===== src/rtl/leb128_pkg.sv =====
// Shared constants and types for the signed-LEB128 int32 decode path.
package leb128_pkg;
  localparam int LEB_CONT_BIT      = 7;
  localparam int LEB_SIGN_BIT      = 6;
  localparam int LEB_I32_MAX_BYTES = 5;
  localparam int LEB_PAYLOAD_BITS  = 7;

  typedef logic [7:0] leb_byte_t;
endpackage


===== src/rtl/leb128_i32_stream_aligner_if.sv =====
// Byte-in / value-out handshake bundle for the LEB128 stream aligner.
// A transfer happens on a rising edge where valid & ready are both high; the
// source holds its payload stable while valid & !ready, and ready never
// depends combinationally on valid from the other side.
interface leb128_i32_stream_aligner_if;
  logic [7:0]  in_data;
  logic        in_valid;
  logic        in_ready;
  logic [31:0] out_data;
  logic [2:0]  out_len;
  logic        out_err;
  logic        out_valid;
  logic        out_ready;

  modport master (
    output in_data, in_valid, out_ready,
    input  in_ready, out_data, out_len, out_err, out_valid
  );

  modport slave (
    input  in_data, in_valid, out_ready,
    output in_ready, out_data, out_len, out_err, out_valid
  );
endinterface


===== src/rtl/unpack_i32.sv =====
// Combinational signed-LEB128 decode of a 5-byte window starting at a value boundary.
module unpack_i32
  import leb128_pkg::*;
(
  input  leb_byte_t   i0,
  input  leb_byte_t   i1,
  input  leb_byte_t   i2,
  input  leb_byte_t   i3,
  input  leb_byte_t   i4,
  output logic [31:0] value
);
    leb_byte_t   w [LEB_I32_MAX_BYTES];
    logic        done;
    logic [31:0] acc;

    always_comb begin
        w[0] = i0;
        w[1] = i1;
        w[2] = i2;
        w[3] = i3;
        w[4] = i4;
        acc  = '0;
        done = 1'b0;
        for (int k = 0; k < LEB_I32_MAX_BYTES; k++) begin
            if (!done) begin
                acc = acc | (32'(w[k][LEB_PAYLOAD_BITS-1:0]) << (LEB_PAYLOAD_BITS * k));
                if (!w[k][LEB_CONT_BIT]) begin
                    done = 1'b1;
                    // A 5-byte value already spans all 32 bits, so only shorter ones need extension.
                    if (w[k][LEB_SIGN_BIT] && (k < LEB_I32_MAX_BYTES - 1)) begin
                        acc = acc | ~((32'd1 << (LEB_PAYLOAD_BITS * (k + 1))) - 32'd1);
                    end
                end
            end
        end
        value = acc;
    end
endmodule


===== src/rtl/leb128_i32_stream_aligner.sv =====
// Buffers a signed-LEB128 byte stream and emits one decoded int32 per value,
// popping exactly the bytes that value occupied.
module leb128_i32_stream_aligner
  import leb128_pkg::*;
#(
  parameter int DEPTH = 8
) (
  input  logic                         clk,
  input  logic                         rst,
  leb128_i32_stream_aligner_if.slave   bus
);
    localparam int CW = $clog2(DEPTH + 1);

    logic [DEPTH-1:0][7:0] bytes_q, bytes_d, bytes_shift;
    logic [CW-1:0]         count_q, count_d, wr_idx;
    logic [4:0]            live;
    leb_byte_t             win [LEB_I32_MAX_BYTES];
    logic                  t_found;
    logic [2:0]            t_idx;
    logic                  raw_valid;
    logic [2:0]            raw_len;
    logic [31:0]           dec_value;
    logic                  push, pop;
    logic [2:0]            pop_len;

    // Terminator search over the first five buffered bytes; empty slots read as 0x00.
    always_comb begin
        live    = '0;
        t_found = 1'b0;
        t_idx   = 3'd0;
        for (int k = 0; k < LEB_I32_MAX_BYTES; k++) begin
            live[k] = (count_q > CW'(k));
            win[k]  = live[k] ? bytes_q[k] : 8'h00;
            if (!t_found && live[k] && !bytes_q[k][LEB_CONT_BIT]) begin
                t_found = 1'b1;
                t_idx   = 3'(k);
            end
        end
    end

    assign raw_valid = t_found || (count_q >= CW'(LEB_I32_MAX_BYTES));
    assign raw_len   = t_found ? (t_idx + 3'd1) : 3'(LEB_I32_MAX_BYTES);

    unpack_i32 u_unpack (
        .i0    (win[0]),
        .i1    (win[1]),
        .i2    (win[2]),
        .i3    (win[3]),
        .i4    (win[4]),
        .value (dec_value)
    );

    assign bus.in_ready  = !rst && (count_q < CW'(DEPTH));
    assign bus.out_valid = !rst && raw_valid;
    assign bus.out_err   = !rst && !t_found;
    assign bus.out_len   = rst ? 3'd0 : raw_len;
    assign bus.out_data  = rst ? 32'd0 : dec_value;

    assign push    = bus.in_valid && bus.in_ready;
    assign pop     = bus.out_valid && bus.out_ready;
    assign pop_len = pop ? bus.out_len : 3'd0;

    // Shift out the popped value, then append the incoming byte just past what remains.
    always_comb begin
        bytes_shift = bytes_q >> {pop_len, 3'b000};
        wr_idx      = count_q - CW'(pop_len);
        bytes_d     = bytes_shift;
        if (push) begin
            bytes_d[wr_idx] = bus.in_data;
        end
        count_d = count_q - CW'(pop_len) + CW'(push);
    end

    always_ff @(posedge clk) begin
        if (rst) begin
            bytes_q <= '0;
            count_q <= '0;
        end else begin
            bytes_q <= bytes_d;
            count_q <= count_d;
        end
    end
endmodule


===== src/flat_wrapper.sv =====
// flat-port wrapper written by rule: the top's interface ports become plain ports
module leb128_i32_stream_aligner_flat import leb128_pkg::*;
#(
  parameter int DEPTH = 8
)
  (clk, rst, bus_in_data, bus_in_valid, bus_out_ready, bus_in_ready, bus_out_data, bus_out_len, bus_out_err, bus_out_valid);
  leb128_i32_stream_aligner_if bus_i ();
  input  logic clk;
  input  logic rst;
  input wire logic [$bits(bus_i.in_data)-1:0] bus_in_data;
  input wire logic [$bits(bus_i.in_valid)-1:0] bus_in_valid;
  input wire logic [$bits(bus_i.out_ready)-1:0] bus_out_ready;
  output wire logic [$bits(bus_i.in_ready)-1:0] bus_in_ready;
  output wire logic [$bits(bus_i.out_data)-1:0] bus_out_data;
  output wire logic [$bits(bus_i.out_len)-1:0] bus_out_len;
  output wire logic [$bits(bus_i.out_err)-1:0] bus_out_err;
  output wire logic [$bits(bus_i.out_valid)-1:0] bus_out_valid;
  assign bus_i.in_data = bus_in_data;
  assign bus_i.in_valid = bus_in_valid;
  assign bus_i.out_ready = bus_out_ready;
  assign bus_in_ready = bus_i.in_ready;
  assign bus_out_data = bus_i.out_data;
  assign bus_out_len = bus_i.out_len;
  assign bus_out_err = bus_i.out_err;
  assign bus_out_valid = bus_i.out_valid;
  leb128_i32_stream_aligner #(.DEPTH(DEPTH)) u_core (.clk(clk), .rst(rst), .bus(bus_i));
endmodule

===== config.mk =====
export PLATFORM = sky130hd
export DESIGN_NAME = leb128_i32_stream_aligner_flat
export DESIGN_NICKNAME = d
export VERILOG_FILES = /design/src/rtl/leb128_pkg.sv /design/src/rtl/leb128_i32_stream_aligner_if.sv /design/src/rtl/unpack_i32.sv /design/src/rtl/leb128_i32_stream_aligner.sv /design/src/flat_wrapper.sv
export SDC_FILE = /design/constraint.sdc
export NUM_CORES = 1
export LEC_CHECK = 0
export ABC_AREA = 1
export CORE_MARGIN = 3
export CORE_UTILIZATION = 29
export CTS_BUF_LIST = sky130_fd_sc_hd__clkbuf_2
export CTS_CLUSTER_SIZE = 16
export DETAILED_ROUTE_END_ITERATION = 10
export GPL_TIMING_DRIVEN = 0
export PLACE_DENSITY = 0.48
export SETUP_SLACK_MARGIN = 0.1
export SKIP_LAST_GASP = 1
export SYNTH_ARGS = -nofsm -noshare
export SYNTH_HDL_FRONTEND = slang
export SYNTH_SLANG_ARGS = --single-unit
export TNS_END_PERCENT = 20

===== constraint.sdc =====
create_clock -name clk -period 6.15 [get_ports clk]
set_input_delay 1.5375 -clock clk [delete_from_list [all_inputs] [get_ports clk]]
set_output_delay 1.5375 -clock clk [all_outputs]
set_load 0.02 [all_outputs]

## Yosys cells after proc, flatten, opt, wreduce, memory -nomap -nowiden

Index checks and enable logic that the tools add are counted.

| operators by class | value |
|---|---|
| add/subtract/negate cells | 3 |
| order comparisons | 9 |
| shift operators | 1 |
| mux-type cells | 41 |
| bitwise operators | 4 |
| reductions and logical operators | 27 |

Operator list:

| operator | count |
|---|---|
| two-way mux 32 bit | 13 |
| bitwise mux 64 bit | 1 |
| two-way mux 64 bit | 1 |
| >> shifter 64 x 6 -> 64 bit | 1 |
| two-way mux 8 bit | 5 |
| bitwise OR 32 x 14 -> 32 bit | 1 |
| bitwise OR 32 x 21 -> 32 bit | 1 |
| bitwise OR 32 x 28 -> 32 bit | 1 |
| bitwise OR 32 bit | 1 |
| demux 8 bit (select 3 bit) | 1 |
| logical AND 1 bit | 15 |
| two-way mux 1 bit | 13 |
| two-way mux 3 bit | 4 |
| zero test 1 bit | 11 |
| greater-than comparator 4 x 1 -> 1 bit (second input constant) | 2 |
| greater-than comparator 4 x 2 -> 1 bit (second input constant) | 2 |
| < comparator 4 bit (second input constant) | 2 |
| adder 4 x 1 -> 4 bit | 1 |
| >= comparator 4 x 1 -> 1 bit (second input constant) | 1 |
| >= comparator 4 x 3 -> 1 bit (second input constant) | 1 |
| greater-than comparator 4 x 3 -> 1 bit (second input constant) | 1 |
| two-way mux 2 bit | 2 |
| two-way mux 4 bit | 1 |
| subtractor 4 x 3 -> 4 bit | 1 |
| 2 further kinds | 2 |

| storage, ports and cells | value |
|---|---|
| register bits | 68 |
| output and inout port bits | 38 |
| logic and storage cells | 94 |

## Longest topological paths before layout

Gate-level depths: netlist of the first run.

| logic depth | value |
|---|---|
| depth in word-level cells | 30 |
| depth in mapped cells | 25 |

## By module

From an unflattened synthesis of the first run, not the netlist that was laid out.

| unflattened totals | value |
|---|---|
| cells, all modules | 962 |
| area, all modules | 5,456.5 um^2 |

Modules (own cells, without submodules):

| module | instances | cells each | area an instance (um^2) | seq. area each (um^2) |
|---|---|---|---|---|
| leb128_i32_stream_aligner | 1 | 890 | 5,081.1 | 1,361.3 |
| unpack_i32 | 1 | 72 | 375.4 | 0.0 |

## Worst setup path after synthesis of the first run

Ideal clock, no wire load.

| path | value |
|---|---|
| path kind | input -> register |
| start | input rst |
| end | register u_core.bytes_q[56] (netlist bit) |
| library setup time | 0.132 ns |
| arrival time | 4.647 ns |
| data required time | 6.018 ns |
| setup slack | 1.371 ns |
| stages on the path | 18 |
| path buffers | 3 |
| path through | clkbuf_1 -> inv_1 -> nand3_2 -> nor2_1 -> buf_4 -> buf_2 -> ha_1 -> inv_1 -> fa_1 -> or2_2 -> nand2_1 -> inv_1 -> nor2_1 -> inv_1 -> nor4_2 -> nor2_1 -> nand2_1 -> a21oi_1 |

| between the ends | value |
|---|---|
| longest elaborated chain between the ends | 11 |

RTL lines:

| element | RTL line | source |
|---|---|---|
| start, declared | flat_wrapper.sv:9 | `input logic rst;` |
| zero test 1 bit | leb128_i32_stream_aligner.sv:53, leb128_i32_stream_aligner.sv:54 |  |
| logical AND 1 bit | leb128_i32_stream_aligner.sv:54 | `assign bus.out_valid = !rst && raw_valid;` |
| logical AND 1 bit | leb128_i32_stream_aligner.sv:60 | `assign pop = bus.out_valid && bus.out_ready;` |
| two-way mux 3 bit | leb128_i32_stream_aligner.sv:61 | `assign pop_len = pop ? bus.out_len : 3'd0;` |
| subtractor 4 x 3 -> 4 bit | leb128_i32_stream_aligner.sv:66 | `wr_idx = count_q - CW'(pop_len);` |
| >= comparator 4 x 1 -> 1 bit (not written as such) or < comparator 4 bit (tied branches) | leb128_i32_stream_aligner.sv:69 | `bytes_d[wr_idx] = bus.in_data;` |
| logical AND 1 bit (not written as such) | leb128_i32_stream_aligner.sv:69 |  |
| two-way mux 8 bit (not written as such) | leb128_i32_stream_aligner.sv:69 |  |
| demux 8 bit (select 3 bit) | -- |  |
| bitwise mux 64 bit | leb128_i32_stream_aligner.sv:69 |  |
| two-way mux 64 bit | leb128_i32_stream_aligner.sv:68 | `if (push) begin` |
| end signal, assigned | leb128_i32_stream_aligner.sv:79 | `bytes_q <= bytes_d;` |
| end, declared | leb128_i32_stream_aligner.sv:14 | `logic [DEPTH-1:0][7:0] bytes_q, bytes_d, bytes_shift;` |

Parallel ways exist; a longest one is shown, timed or not.
A chain may end at the register's enable or synchronous reset.

## Worst setup path after layout of the first run

| path | value |
|---|---|
| start | input rst |
| end | register u_core.bytes_q[39] (netlist bit) |

Same word-level chain as after synthesis.

==> results by group, run 1 <==
Run status
  – Status: completed

Worst setup path
  – Critical-path cell list: clkbuf_1 -> inv_1 -> nand3_2 -> nor2_1 -> buf_4 -> buf_2 -> ha_1 -> inv_1 -> fa_1 -> or2_2 -> nand2_1 -> nand2_1 -> nor3_1 -> nor2_1 -> nand3_1 -> a21oi_1
  – CP Max Fanout: 10
  – Required time at the worst-slack endpoint: 6600 ps
  – Crit. End Element: flip-flop
  – Class of the most critical setup path: primary input to flip-flop
  – Slowest CP cell: sky130_fd_sc_hd__nor3_1
  – Critical Path Start: rst
  – Reg-to-Reg Start: u_core.count_q[1]$_SDFF_PP0_
  – Family with the most delay on the worst path: simple AND/OR/NAND/NOR gates
  – Data arrival, critical path: 5800 ps
  – Startpoint types: primary input
  – Total buffers and inverters traversed by the critical path: 5
  – Worst stage delay on the critical path: 920 ps

Global route
  – Via count of the first global-routing pass: 5319
  – Sum of overflow across all layers after global routing: 0
  – Maximum number of pins on one net before global-route repair: 12
  – Total Routing Usage GR: 0.228
  – First-pass GRT wire length: 31.6 mm
  – Number of antenna violations at the first check in global routing: 1

Yosys
  – Post-Syn Nets: 846
  – Post-synthesis register bit count: 68
  – Distinct cells, synth: 34
  – Number of cells produced by synthesis: 827
  – Predominant post-synthesis flop cell: sky130_fd_sc_hd__dfxtp_1
  – Async S/R FF share, synth: 0
  – Average instance area after synthesis: between 5 and 6 µm²
  – Area of the mapped netlist: 4830 µm²
  – Syn. warnings: 0
  – EDFF count, synth: 0
  – Seq/Total Area, Yosys: 0.282

Clock network
  – Clk root buf: sky130_fd_sc_hd__clkbuf_2
  – Cts hold-fix bufs: 0
  – Worst-path clk slew: 210 ps
  – Post_cts resized: 0
  – Buffer count from post-CTS setup fixing: 0
  – Sink count of the clock tree: between 60 and 70
  – Num CTS Buffers: 9
  – H-tree lvl count: 3
  – Max Root-Sink Buffers: 2
  – Clock tree from TritonCTS: built
  – Latest clock arrival within the worst-skew pair: 580 ps

STA
  – Final setup margin: 798 ps
  – Final hold violation count: 0
  – Headroom to the max-slew limit: 0.223
  – Measured slew at the worst slew-check pin: 1160 ps
  – Final Setup Violations: 0
  – Pins over their slew limit: 0
  – Hold WS: 631 ps
  – RSZ-0062 raised after global routing: false
  – Crit path time final: 5350 ps
  – Final clock period utilization by the worst path: 0.870
  – Highest clock rate: roughly 190 MHz
  – Clk_skew: around 28 ps
  – Setup TNS: 0 ps

Power
  – Static power due to leakage: approximately 2.5 nW
  – Max IR drop VDD: 0.124 mV
  – Pwr Density: approximately 450 nW/µm²
  – Power share of the sequential group: 0.281
  – Cell internal power dissipation: 1.19 mW
  – Total Power: 2.54 mW
  – Power share of the clock group: 0.103
  – Switching Fraction: 0.531
  – Switching component of the power: 1.35 mW
  – Proportion of power drawn by combinational gates: 0.617

Placement
  – Number of port buffers: 48
  – Detailed Place HPWL: between 15 and 20 mm
  – Placed Instances: about 1100
  – Cell Area, Placed: 5580 µm²
  – Placement Setup Slack: roughly 120 ps
  – Routability congestion estimate from global placement: 0.921

Min path
  – Worst min-delay path class: flip-flop to flip-flop
  – Launch instance of the worst min-delay path: u_core.bytes_q[38]$_SDFF_PP0_

Final layout
  – Post-layout utilization of the core: 0.352
  – Cell area after layout: 5670 µm²
  – Layout overhead on the synthesized area: 17.4%
  – Proportion of layout cells with a drive suffix above 1: 0.0608
  – Count of filler cells inserted in the layout: between 1500 and 2000
  – Nets: 905
  – Post-layout instance count excluding filler cells: roughly 1100

Floorplan
  – Initial core utilization: 0.300
  – Overall die area: 18200 µm²
  – Number of placement rows: 46
  – Number of top-level pins: 50
  – Die width: 135 µm
  – Die Ht: 135 µm
  – Area inside the core boundary: roughly 16000 µm²

Drt
  – Routed vias/inst: 5.04
  – Count of unresolved DRC violations after routing: 0
  – Number of DRC violations after detailed-routing iteration 0: 652
  – Wire length per cell after detailed routing: between 15 and 20 µm
  – Number of optimization iterations in the first detailed-route pass: 9
  – Routed vias: 5572
  – Sum of routed wire length over all layers: around 20 mm
  – DRT antenna net count: 0

Job
  – Maxcap violations: 0
## cells by family after synthesis
logic type	after synthesis	synth area share
and+or+nand+nor	506	0.461
buffers and inverters	125	0.109
AOI/OAI and AO/OA	120	0.127
DFF	68	0.282
adders and majority gates	7	0.0197
xor gates and xnor gates	1	0.00181
## sequential cells by signal, indices dropped and copies added (netlist names)
register,flops
u_core.bytes_q,64
u_core.count_q,4
## tightest hold or removal path: stages, from the launching register on
cell and delay, ps:
sky130_fd_sc_hd__dfxtp_1 360, sky130_fd_sc_hd__nand2_1 80, sky130_fd_sc_hd__nand3_1 60, sky130_fd_sc_hd__nand3_1 60, sky130_fd_sc_hd__a21oi_1 50
## metal layers
| layer | up-vias | GRT usage | wire length [µm] |
|---|---|---|---|
| met2 | 205 | 0.357 | 8980 |
| met4 | 0 | 0.0672 | 363 |
| met3 | 29 | 0.0272 | 1190 |
| met5 | - | 0 | 0 |
| met1 | 2508 | 0.329 | 9830 |
| li1 | 2830 | - | - |
## final timing paths
kind,endpoint,slack [ps],cells after the start
setup reg to reg,u_core.bytes_q[39]$_SDFF_PP0_,1040,22
hold / removal,u_core.bytes_q[30]$_SDFF_PP0_,630,4
hold reg to reg,u_core.bytes_q[30]$_SDFF_PP0_,630,4
setup / recovery,u_core.bytes_q[39]$_SDFF_PP0_,800,16
## cell usage in the layout, fill, tap and decap left out, types with 2 or more instances in the layout
cell type	count
sky130_fd_sc_hd__nand3_1	191
sky130_fd_sc_hd__nand2_2	2
sky130_fd_sc_hd__ha_1	6
sky130_fd_sc_hd__buf_2	18
sky130_fd_sc_hd__nand2_1	253
sky130_fd_sc_hd__nor2_1	42
sky130_fd_sc_hd__a21oi_1	81
sky130_fd_sc_hd__clkdlybuf4s50_1	48
sky130_fd_sc_hd__buf_6	2
sky130_fd_sc_hd__clkbuf_2	9
sky130_fd_sc_hd__nor3_1	3
sky130_fd_sc_hd__buf_4	5
sky130_fd_sc_hd__clkinv_2	2
sky130_fd_sc_hd__clkbuf_1	16
sky130_fd_sc_hd__o21ai_0	34
sky130_fd_sc_hd__buf_1	3
sky130_fd_sc_hd__inv_1	77
sky130_fd_sc_hd__and2_1	5
sky130_fd_sc_hd__inv_2	4
sky130_fd_sc_hd__dfxtp_1	68
## cell type report
class	instances	area, µm²	share of cell area
multi-input combinational	634	2940	0.519
sequential	68	1360	0.240
timing repair buffer	48	480	0.0847
inverter	81	304	0.0536
tap	216	270	0.0477
buffer	44	221	0.0390
clock buffer	9	45.0	0.00794
clock inverter	4	43.8	0.00772
antenna	1	2.50	0.000441
## power groups by stage
stage	Clock, mW	Sequential (mW)	Combinational (mW)
3_5_place_dp	0	0.720	1.55
6_report	0.262	0.713	1.57
4_1_cts	0.266	0.709	1.55
5_1_grt	0.280	0.729	1.75
2_1_floorplan	0	0.662	1.10
3_3_place_gp	0	0.722	1.55
## cell usage after synthesis, types with 2 or more instances
cell type / number / area, µm²
sky130_fd_sc_hd__nand2_1: 253 / 950
sky130_fd_sc_hd__nand3_1: 191 / 956
sky130_fd_sc_hd__a21oi_1: 81 / 405
sky130_fd_sc_hd__inv_1: 77 / 289
sky130_fd_sc_hd__dfxtp_1: 68 / 1360
sky130_fd_sc_hd__nor2_1: 42 / 158
sky130_fd_sc_hd__o21ai_0: 34 / 170
sky130_fd_sc_hd__buf_2: 18 / 90.1
sky130_fd_sc_hd__clkbuf_1: 16 / 60.1
sky130_fd_sc_hd__ha_1: 6 / 75.1
sky130_fd_sc_hd__and2_1: 5 / 31.3
sky130_fd_sc_hd__buf_4: 5 / 37.5
sky130_fd_sc_hd__inv_2: 4 / 15.0
sky130_fd_sc_hd__buf_1: 3 / 11.3
sky130_fd_sc_hd__nor3_1: 3 / 15.0
sky130_fd_sc_hd__buf_6: 2 / 22.5
sky130_fd_sc_hd__nand2_2: 2 / 12.5
No activity file was read; power rests on OpenSTA's default activity.
==> run 2: changes to the inputs <==
--- a/config.mk
+++ b/config.mk
@@ -15,6 +15,7 @@
 export PLACE_DENSITY = 0.48
 export SETUP_SLACK_MARGIN = 0.1
 export SKIP_LAST_GASP = 1
+export SLEW_MARGIN = 20
 export SYNTH_ARGS = -nofsm -noshare
 export SYNTH_HDL_FRONTEND = slang
 export SYNTH_SLANG_ARGS = --single-unit
==> results of run 2 <==
Same layout as run 1: the final DEF is identical, and so are final timing and power.
